===== config.mk =====
export PLATFORM = sky130hd
export DESIGN_NAME = ot_sha3_squeeze
export DESIGN_NICKNAME = d
export VERILOG_FILES = /design/src/rtl/ot_sha3_pkg.sv /design/src/rtl/ot_sha3_state_word_sel.sv /design/src/rtl/ot_sha3_squeeze.sv
export SDC_FILE = /design/constraint.sdc
export NUM_CORES = 1
export LEC_CHECK = 0
export ABC_AREA = 1
export BUFFER_PORTS_ARGS = -buffer_cell sky130_fd_sc_hd__buf_2
export CORE_AREA = 2 2 681 683
export DETAILED_ROUTE_END_ITERATION = 12
export DIE_AREA = 0 0 683 685
export PLACE_DENSITY = 0.3
export SYNTH_ARGS = -nofsm -noshare
export SYNTH_HDL_FRONTEND = slang
export SYNTH_HIERARCHICAL = 1
export SYNTH_SLANG_ARGS = --single-unit

===== constraint.sdc =====
create_clock -name clk_i -period 5.2 [get_ports clk_i]
set_clock_uncertainty 0.05 [all_clocks]
set_input_delay 0.26 -clock clk_i [delete_from_list [all_inputs] [get_ports clk_i]]
set_output_delay 0.26 -clock clk_i [all_outputs]
set_load 0.005 [all_outputs]

===== src/rtl/ot_sha3_pkg.sv =====
// Shared types, constants and helpers for the SHA3 squeeze/digest stage.
package ot_sha3_pkg;

    localparam int unsigned StateW     = 1600;
    localparam int unsigned WordW      = 64;
    localparam int unsigned StateWords = StateW / WordW;

    typedef enum logic [2:0] {
        L128 = 3'h0,
        L224 = 3'h1,
        L256 = 3'h2,
        L384 = 3'h3,
        L512 = 3'h4
    } keccak_strength_e;

    typedef logic [3:0] mubi4_t;
    localparam mubi4_t MuBi4True  = 4'h6;
    localparam mubi4_t MuBi4False = 4'h9;

    typedef logic [3:0] lc_tx_t;
    localparam lc_tx_t On  = 4'b0101;
    localparam lc_tx_t Off = 4'b1010;

    typedef enum logic [7:0] {
        ErrNone          = 8'h00,
        ErrSha3SwControl = 8'h05
    } err_code_e;

    typedef struct packed {
        logic      valid;
        err_code_e code;
        logic [23:0] info;
    } err_t;

    // Sparse encodings: any single-bit upset lands on an illegal value
    typedef enum logic [5:0] {
        StSqIdle   = 6'b001010,
        StSqWait   = 6'b110001,
        StSqStream = 6'b011100,
        StSqRun    = 6'b100111,
        StSqDone   = 6'b000101,
        StSqError  = 6'b111010
    } sq_st_sparse_e;

    // Number of 64-bit words in the rate portion for a given strength
    function automatic logic [4:0] keccak_rate_words(keccak_strength_e s);
        logic [4:0] words;
        case (s)
            L128:    words = 5'd21;
            L224:    words = 5'd18;
            L256:    words = 5'd17;
            L384:    words = 5'd13;
            L512:    words = 5'd9;
            default: words = 5'd17;
        endcase
        return words;
    endfunction

    function automatic logic keccak_strength_valid(keccak_strength_e s);
        logic ok;
        case (s)
            L128, L224, L256, L384, L512: ok = 1'b1;
            default:                      ok = 1'b0;
        endcase
        return ok;
    endfunction

    // Anything other than the exact Off pattern counts as escalation
    function automatic logic lc_tx_test_true_loose(lc_tx_t v);
        return v != Off;
    endfunction

endpackage


===== src/rtl/ot_sha3_state_word_sel.sv =====
// Unmasks the Keccak state shares and selects one 64-bit word by index.
module ot_sha3_state_word_sel
    import ot_sha3_pkg::*;
#(
    parameter int unsigned Share = 1
) (
    input  logic [StateW-1:0] state_i [Share],
    input  logic [4:0]        word_idx_i,
    output logic [WordW-1:0]  word_o
);

    logic [StateW-1:0] w_xor;

    // XOR all shares, then 25:1 word mux; out-of-range index yields zero
    always_comb begin
        w_xor = '0;
        for (int unsigned s = 0; s < Share; s++) begin
            w_xor = w_xor ^ state_i[s];
        end
        word_o = '0;
        for (int unsigned w = 0; w < StateWords; w++) begin
            if (word_idx_i == 5'(w)) begin
                word_o = w_xor[w*WordW +: WordW];
            end
        end
    end

endmodule


===== src/rtl/ot_sha3_squeeze.sv =====
// Digest extraction stage: streams squeezed Keccak words over valid/ready,
// re-runs the core when a rate block is exhausted and reports completion.
module ot_sha3_squeeze
    import ot_sha3_pkg::*;
#(
    parameter bit          EnMasking = 1'b0,
    parameter int unsigned OutLenW   = 16,
    localparam int unsigned Share    = EnMasking ? 2 : 1
) (
    input  logic                clk_i,
    input  logic                rst_ni,
    input  logic                req_i,
    input  logic [OutLenW-1:0]  out_len_i,
    input  keccak_strength_e    strength_i,
    input  logic                state_valid_i,
    input  logic [StateW-1:0]   state_i [Share],
    output logic                run_o,
    output mubi4_t              done_o,
    output logic                digest_valid_o,
    output logic [WordW-1:0]    digest_data_o,
    output logic                digest_last_o,
    input  logic                digest_ready_i,
    output logic                busy_o,
    input  lc_tx_t              lc_escalate_en_i,
    output err_t                error_o,
    output logic                sparse_fsm_error_o
);

    sq_st_sparse_e     r_st, w_st_d;
    logic [OutLenW-1:0] r_remaining, w_remaining_d;
    logic [4:0]         r_rate, w_rate_d;
    logic [4:0]         r_word_idx, w_word_idx_d;
    logic [4:0]         w_sel_idx;
    logic [WordW-1:0]   r_digest, w_digest_d;
    logic [WordW-1:0]   w_sel_word;
    logic               r_seen_low, w_seen_low_d;
    logic               r_run, w_run_d;
    err_t               r_err, w_err_d;
    logic               w_last;
    logic               w_illegal;

    assign w_last = (r_remaining == OutLenW'(1));

    ot_sha3_state_word_sel #(
        .Share(Share)
    ) u_word_sel (
        .state_i    (state_i),
        .word_idx_i (w_sel_idx),
        .word_o     (w_sel_word)
    );

    // Next-state logic for the squeeze FSM and its datapath registers
    always_comb begin
        w_st_d        = r_st;
        w_remaining_d = r_remaining;
        w_rate_d      = r_rate;
        w_word_idx_d  = r_word_idx;
        w_digest_d    = r_digest;
        w_seen_low_d  = r_seen_low;
        w_run_d       = 1'b0;
        w_illegal     = 1'b0;
        w_sel_idx     = r_word_idx;

        case (r_st)
            StSqIdle: begin
                if (req_i && (out_len_i != '0)) begin
                    w_remaining_d = out_len_i;
                    w_rate_d      = keccak_rate_words(strength_i);
                    w_word_idx_d  = '0;
                    w_st_d        = StSqWait;
                end
            end

            StSqWait: begin
                if (state_valid_i) begin
                    w_digest_d = w_sel_word;
                    w_st_d     = StSqStream;
                end
            end

            StSqStream: begin
                if (!state_valid_i) begin
                    w_st_d = StSqError;
                end else if (digest_ready_i) begin
                    w_remaining_d = (r_remaining != '0) ? r_remaining - OutLenW'(1)
                                                        : r_remaining;
                    w_word_idx_d  = r_word_idx + 5'd1;
                    if (w_last) begin
                        // Last word wins over a coincident rate boundary
                        w_digest_d = '0;
                        w_st_d     = StSqDone;
                    end else if ((r_word_idx + 5'd1) == r_rate) begin
                        w_digest_d   = '0;
                        w_word_idx_d = '0;
                        w_seen_low_d = 1'b0;
                        w_run_d      = 1'b1;
                        w_st_d       = StSqRun;
                    end else begin
                        // Fetch the following word on the handshake edge
                        w_sel_idx  = r_word_idx + 5'd1;
                        w_digest_d = w_sel_word;
                    end
                end
            end

            StSqRun: begin
                // Wait for the core to drop and then re-release the state
                if (!state_valid_i) begin
                    w_seen_low_d = 1'b1;
                end else if (r_seen_low) begin
                    w_seen_low_d = 1'b0;
                    w_st_d       = StSqWait;
                end
            end

            StSqDone: begin
                w_st_d = StSqIdle;
            end

            StSqError: begin
                w_st_d = StSqError;
            end

            default: begin
                w_illegal = 1'b1;
                w_st_d    = StSqError;
            end
        endcase

        if (lc_tx_test_true_loose(lc_escalate_en_i)) begin
            w_st_d  = StSqError;
            w_run_d = 1'b0;
        end
    end

    // Software-control error reporting; one-cycle report per offending request
    always_comb begin
        w_err_d = '0;
        if (req_i) begin
            if (r_st != StSqIdle) begin
                w_err_d.valid   = 1'b1;
                w_err_d.code    = ErrSha3SwControl;
                w_err_d.info[0] = req_i;
            end else begin
                if (out_len_i == '0) begin
                    w_err_d.valid   = 1'b1;
                    w_err_d.code    = ErrSha3SwControl;
                    w_err_d.info[0] = req_i;
                end
                if (!keccak_strength_valid(strength_i)) begin
                    w_err_d.valid   = 1'b1;
                    w_err_d.code    = ErrSha3SwControl;
                    w_err_d.info[1] = 1'b1;
                end
            end
        end
    end

    // State and datapath registers
    always_ff @(posedge clk_i or negedge rst_ni) begin
        if (!rst_ni) begin
            r_st        <= StSqIdle;
            r_remaining <= '0;
            r_rate      <= '0;
            r_word_idx  <= '0;
            r_digest    <= '0;
            r_seen_low  <= 1'b0;
            r_run       <= 1'b0;
            r_err       <= '0;
        end else begin
            r_st        <= w_st_d;
            r_remaining <= w_remaining_d;
            r_rate      <= w_rate_d;
            r_word_idx  <= w_word_idx_d;
            r_digest    <= w_digest_d;
            r_seen_low  <= w_seen_low_d;
            r_run       <= w_run_d;
            r_err       <= w_err_d;
        end
    end

    // Output decode; data is gated so the state never leaks while idle
    always_comb begin
        digest_valid_o     = (r_st == StSqStream);
        digest_data_o      = digest_valid_o ? r_digest : '0;
        digest_last_o      = digest_valid_o && w_last;
        run_o              = r_run;
        done_o             = (r_st == StSqDone) ? MuBi4True : MuBi4False;
        busy_o             = (r_st != StSqIdle);
        error_o            = r_err;
        sparse_fsm_error_o = (r_st == StSqError) || w_illegal;
    end

endmodule


==> flow_summary.html <==
<table>
<tr><th>Metric</th><th>Value</th></tr>
<tr><th colspan="2">Final layout</th></tr>
<tr><td>Net count reported at finish</td><td>7,601</td></tr>
<tr><td>Filler Cell Count</td><td>around 55,000</td></tr>
<tr><td>Combined flip-flop and latch cell area</td><td>2530 um2</td></tr>
<tr><td>Share of post-route cells with drive strength above 1</td><td>0.489</td></tr>
<tr><td>Area of all placed cells without fillers</td><td>44,500 um2</td></tr>
<tr><td>Multi-input logic area</td><td>16,000 um2</td></tr>
<tr><td>Post-synthesis to final-layout area growth</td><td>133%</td></tr>
<tr><th colspan="2">Logic synthesis</th></tr>
<tr><td>Number of unique standard cell types used by synthesis</td><td>49</td></tr>
<tr><td>Post-synthesis average cell area</td><td>roughly 4.9 um2</td></tr>
<tr><td>Commonest cells in the netlist</td><td>sky130_fd_sc_hd__nand2_1 (1,525), sky130_fd_sc_hd__nor2_1 (568), sky130_fd_sc_hd__inv_1 (438)</td></tr>
<tr><td>Most frequently used flop master after synthesis</td><td>sky130_fd_sc_hd__dfrtp_1</td></tr>
<tr><td>Area share of the leading cell type in the synthesized netlist</td><td>0.299</td></tr>
<tr><td>Synth Instances</td><td>3,871</td></tr>
<tr><td>Largest cells by area after synthesis</td><td>sky130_fd_sc_hd__nand2_1 (30%), sky130_fd_sc_hd__dfrtp_1 (13%), sky130_fd_sc_hd__nor2_1 (11%)</td></tr>
<tr><td>Cell with the most instances after synthesis</td><td>sky130_fd_sc_hd__nand2_1</td></tr>
<tr><td>Yosys warning total</td><td>6</td></tr>
<tr><td>Post-synthesis register bit count</td><td>101</td></tr>
<tr><td>Mapped Area</td><td>~19,000 um2</td></tr>
<tr><td>Share of the yosys chip area belonging to registers</td><td>0.132</td></tr>
<tr><td>Cell type with the highest aggregate area in the netlist</td><td>sky130_fd_sc_hd__nand2_1</td></tr>
<tr><td>Number of synthesized flops with an enable pin</td><td>0</td></tr>
<tr><td>Fraction of registers with async set/reset</td><td>1.00</td></tr>
<tr><th colspan="2">CTS</th></tr>
<tr><td>Clock sink count</td><td>101</td></tr>
<tr><td>Total number of H-tree levels</td><td>3</td></tr>
<tr><td>Clock root buffer</td><td>sky130_fd_sc_hd__clkbuf_16</td></tr>
<tr><td>Clock tree from TritonCTS</td><td>done</td></tr>
<tr><td>CTS Buffer Depth</td><td>2</td></tr>
<tr><td>Clock transition at the register clock pins on the worst setup and hold paths after CTS</td><td>0.12 ns</td></tr>
<tr><td>Num CTS Buffers</td><td>9</td></tr>
<tr><td>Insertion delay of the later-clocked pin in the worst-skew pair</td><td>around 0.45 ns</td></tr>
<tr><th colspan="2">Worst setup path</th></tr>
<tr><td>Critical path peak fanout</td><td>8</td></tr>
<tr><td>CP Class</td><td>flop to flop</td></tr>
<tr><td>Endpoint arrival time on the critical path</td><td>5.91 ns</td></tr>
<tr><td>RR Startpoint</td><td>r_word_idx[1]$_DFFE_PN0P_</td></tr>
<tr><td>Cell at the slowest stage of the critical path</td><td>sky130_fd_sc_hd__dfrtp_1</td></tr>
<tr><td>Required time of the worst setup path</td><td>~5.5 ns</td></tr>
<tr><td>Most numerous cell on the critical path</td><td>sky130_fd_sc_hd__nand4_1</td></tr>
<tr><td>Setup crit start kind</td><td>flop</td></tr>
<tr><td>Endpoint of the lowest-slack register-to-register path</td><td>r_digest[63]$_DFFE_PN0P_</td></tr>
<tr><td>Slowest cell delay on critical path</td><td>0.42 ns</td></tr>
<tr><td>Register-to-register setup slack</td><td>-0.41 ns</td></tr>
<tr><td>Kind of capture point of the worst setup path</td><td>flop</td></tr>
<tr><td>Worst r2r path cells</td><td>36</td></tr>
<tr><th colspan="2">Timing</th></tr>
<tr><td>Max-slew headroom at the worst pin</td><td>0.330</td></tr>
<tr><td>Upper clock frequency limit</td><td>178 MHz</td></tr>
<tr><td>Post-layout worst setup margin</td><td>-0.410 ns</td></tr>
<tr><td>Setup repair after global routing missed its margin</td><td>yes</td></tr>
<tr><td>Crit path time final</td><td>approximately 5.6 ns</td></tr>
<tr><td>Setup TNS Final</td><td>-2.33 ns</td></tr>
<tr><td>Slew of the pin with the lowest slew margin</td><td>1.00 ns</td></tr>
<tr><td>Pins Over Slew Limit</td><td>0</td></tr>
<tr><td>Fraction of the cycle the final worst path needs</td><td>1.08</td></tr>
<tr><td>Tightest hold margin</td><td>0.0611 ns</td></tr>
<tr><td>Setup Viol. Count Final</td><td>19</td></tr>
<tr><td>Hold violation count in the final report</td><td>0</td></tr>
<tr><th colspan="2">Detailed routing</th></tr>
<tr><td>First DRT Iteration DRCs</td><td>~2,600</td></tr>
<tr><td>First drt pass iteration count</td><td>5</td></tr>
<tr><td>Remaining antenna violation count after routing</td><td>0</td></tr>
<tr><td>DRC</td><td>0</td></tr>
<tr><td>Via count of the routed design</td><td>36,800</td></tr>
<tr><td>Avg Vias per Cell</td><td>about 3</td></tr>
<tr><td>Wire length after detailed routing</td><td>400,000 um</td></tr>
<tr><td>WL per Instance</td><td>32.5 um</td></tr>
<tr><th colspan="2">Floorplanning</th></tr>
<tr><td>Area inside the core boundary</td><td>~460,000 um2</td></tr>
<tr><td>Initial core utilization</td><td>0.0415</td></tr>
<tr><td>Die Wd</td><td>683 um</td></tr>
<tr><td>Number of top-level pins</td><td>1,734</td></tr>
<tr><td>Total Die Area</td><td>around 470,000 um2</td></tr>
<tr><td>Row cnt</td><td>250</td></tr>
<tr><td>Die Height</td><td>685 um</td></tr>
<tr><th colspan="2">GRT</th></tr>
<tr><td>Total gr overflow</td><td>0</td></tr>
<tr><td>Tot GR Track Use</td><td>0.164</td></tr>
<tr><td>Number of global-route vias before repair</td><td>approximately 36,000</td></tr>
<tr><td>Largest net degree at the start of global routing</td><td>65</td></tr>
<tr><td>First-pass GRT wire length</td><td>472,000 um</td></tr>
<tr><td>Initial antenna violation count</td><td>414</td></tr>
<tr><th colspan="2">Outcome</th></tr>
<tr><td>Outcome</td><td>finished with violations</td></tr>
<tr><td>Failing checks</td><td>setup timing</td></tr>
<tr><th colspan="2">Power and ir drop</th></tr>
<tr><td>Switching part of the total</td><td>0.422</td></tr>
<tr><td>IR Drop Worst-Case VDD</td><td>around 200 uV</td></tr>
<tr><td>Post-route total power</td><td>3.22 mW</td></tr>
<tr><td>Net switching power figure</td><td>between 1 and 1.5 mW</td></tr>
<tr><td>Part of the power in registers</td><td>0.245</td></tr>
<tr><td>Combinational share of power</td><td>0.500</td></tr>
<tr><td>PD cells</td><td>72.4 nW/um2</td></tr>
<tr><td>Part of the total power dissipated in the clock network</td><td>0.255</td></tr>
<tr><td>Leakage power</td><td>19.8 nW</td></tr>
<tr><td>Internal Dissipation</td><td>1.86 mW</td></tr>
<tr><th colspan="2">Placement</th></tr>
<tr><td>Final HPWL from detailed placement</td><td>~370,000 um</td></tr>
<tr><td>Worst slack at placement</td><td>-1.80 ns</td></tr>
<tr><td>Routability congestion estimate</td><td>~0.98</td></tr>
<tr><td>Quantity of I/O buffers inserted on ports</td><td>1,705</td></tr>
<tr><td>Cell area reported after detailed placement</td><td>40,200 um2</td></tr>
<tr><th colspan="2">Worst hold path</th></tr>
<tr><td>Classification of the worst-slack hold path</td><td>primary input to flop</td></tr>
<tr><td>Hold EP</td><td>r_remaining[5]$_DFFE_PN0P_</td></tr>
<tr><td>Start point of the worst min-delay path</td><td>out_len_i[5]</td></tr>
<tr><td>Hold-critical path depth</td><td>3</td></tr>
<tr><th colspan="2">Run</th></tr>
<tr><td>Max-capacitance violation count</td><td>0</td></tr>
</table>
flip-flops by register name, summed over array words and instances, names as in the netlist:
register / flops
r_rate: 5
run_o: 1
r_seen_low: 1
error_o: 3
r_remaining: 16
r_st: 6
r_word_idx: 5
r_digest: 64
worst max path at each step:
stage	from	slack, ns	depth (start not counted)	to
finish	r_word_idx[1]$_DFFE_PN0P_	-0.41	36	r_digest[63]$_DFFE_PN0P_
global route	r_word_idx[1]$_DFFE_PN0P_	-0.69	33	r_digest[7]$_DFFE_PN0P_
CTS	r_word_idx[1]$_DFFE_PN0P_	-0.71	34	r_digest[63]$_DFFE_PN0P_
detailed placement	r_word_idx[1]$_DFFE_PN0P_	-1.80	33	r_digest[55]$_DFFE_PN0P_
global placement	r_word_idx[1]$_DFFE_PN0P_	-1.87	33	r_digest[55]$_DFFE_PN0P_
floorplan	r_word_idx[0]$_DFFE_PN0P_	1.36	31	r_digest[42]$_DFFE_PN0P_
routing by layer:
layer  track usage  share of wire  up-vias  wire, um
met5             0         0.0041        -      1660
met4        0.0321          0.032      238     13000
met3        0.0720           0.11      835     44400
met2         0.280           0.47     1998    186000
met1         0.188           0.39    17200    155000
li1              -              -    16500         -
metrics by stage:
stage,utilization,instances
floorplan,-,3898
global placement,0.0872,12100
detailed placement,0.0872,12100
CTS,0.0920,12100
global route,0.0959,12200
finish,0.0964,12300
power groups by stage:
stage | Clock, mW | Combinational [mW] | Sequential, mW
after floorplan | 0 | 0.202 | 0.803
after global placement | 0 | 1.54 | 0.803
after detailed placement | 0 | 1.54 | 0.803
after CTS | 0.895 | 1.61 | 0.788
after global routing | 0.890 | 1.73 | 0.788
final | 0.822 | 1.61 | 0.788
critical path: cells and delay by family, from the launching register on:
kind            cells  cell delay (ns)
simple gates       23             3.37
buf+inv            10             1.09
flops               1             0.42
fa+ha+maj           1             0.29
compound gates      2             0.21
logic make-up after synthesis:
group,Yosys count,synth area share
AOI/OAI and AO/OA,208,0.0578
muxes,1,0.000523
buffers and inverters,699,0.155
and+or+nand+nor,2852,0.649
xor gates and xnor gates,4,0.00183
adders and majority gates,5,0.00327
other,1,0.000196
DFF,101,0.132
placed cells by master (no fill, tap or decap), drive strengths merged, types with 4 or more instances in the layout:
| master | Yosys | routed |
|---|---|---|
| clkinv | 4 | 7 |
| xor2 | 4 | 4 |
| nand4 | 328 | 328 |
| a21oi | 83 | 83 |
| nor2 | 581 | 581 |
| inv | 454 | 456 |
| diode | 0 | 177 |
| buf | 97 | 2296 |
| or2 | 162 | 162 |
| nor3 | 8 | 8 |
| nand3 | 226 | 226 |
| conb | 1 | 28 |
| nand2 | 1541 | 1541 |
| o21ai | 111 | 111 |
| nor4 | 4 | 4 |
| dfrtp | 99 | 99 |
| ha | 5 | 5 |
| clkbuf | 144 | 10 |
repair_timing:
item	in CTS	in global routing
endpoints found under the hold margin	46	0
setup endpoints to repair	64	64
gates resized for setup	384	407
setup buffers	61	30
hold buffers	3	0
gates cloned	5	1
pin swaps	158	337
final cells by class:
type	count	share of cell area
Clock buffer	9	0.00506
Timing Repair Buffer	2300	0.354
Clock inverter	6	0.00129
Tap cell	6174	0.174
Multi-Input combinational cell	3098	0.360
Sequential cell	101	0.0569
Inverter	458	0.0394
Antenna cell	177	0.00996
No activity file was read; power rests on OpenSTA's default activity.
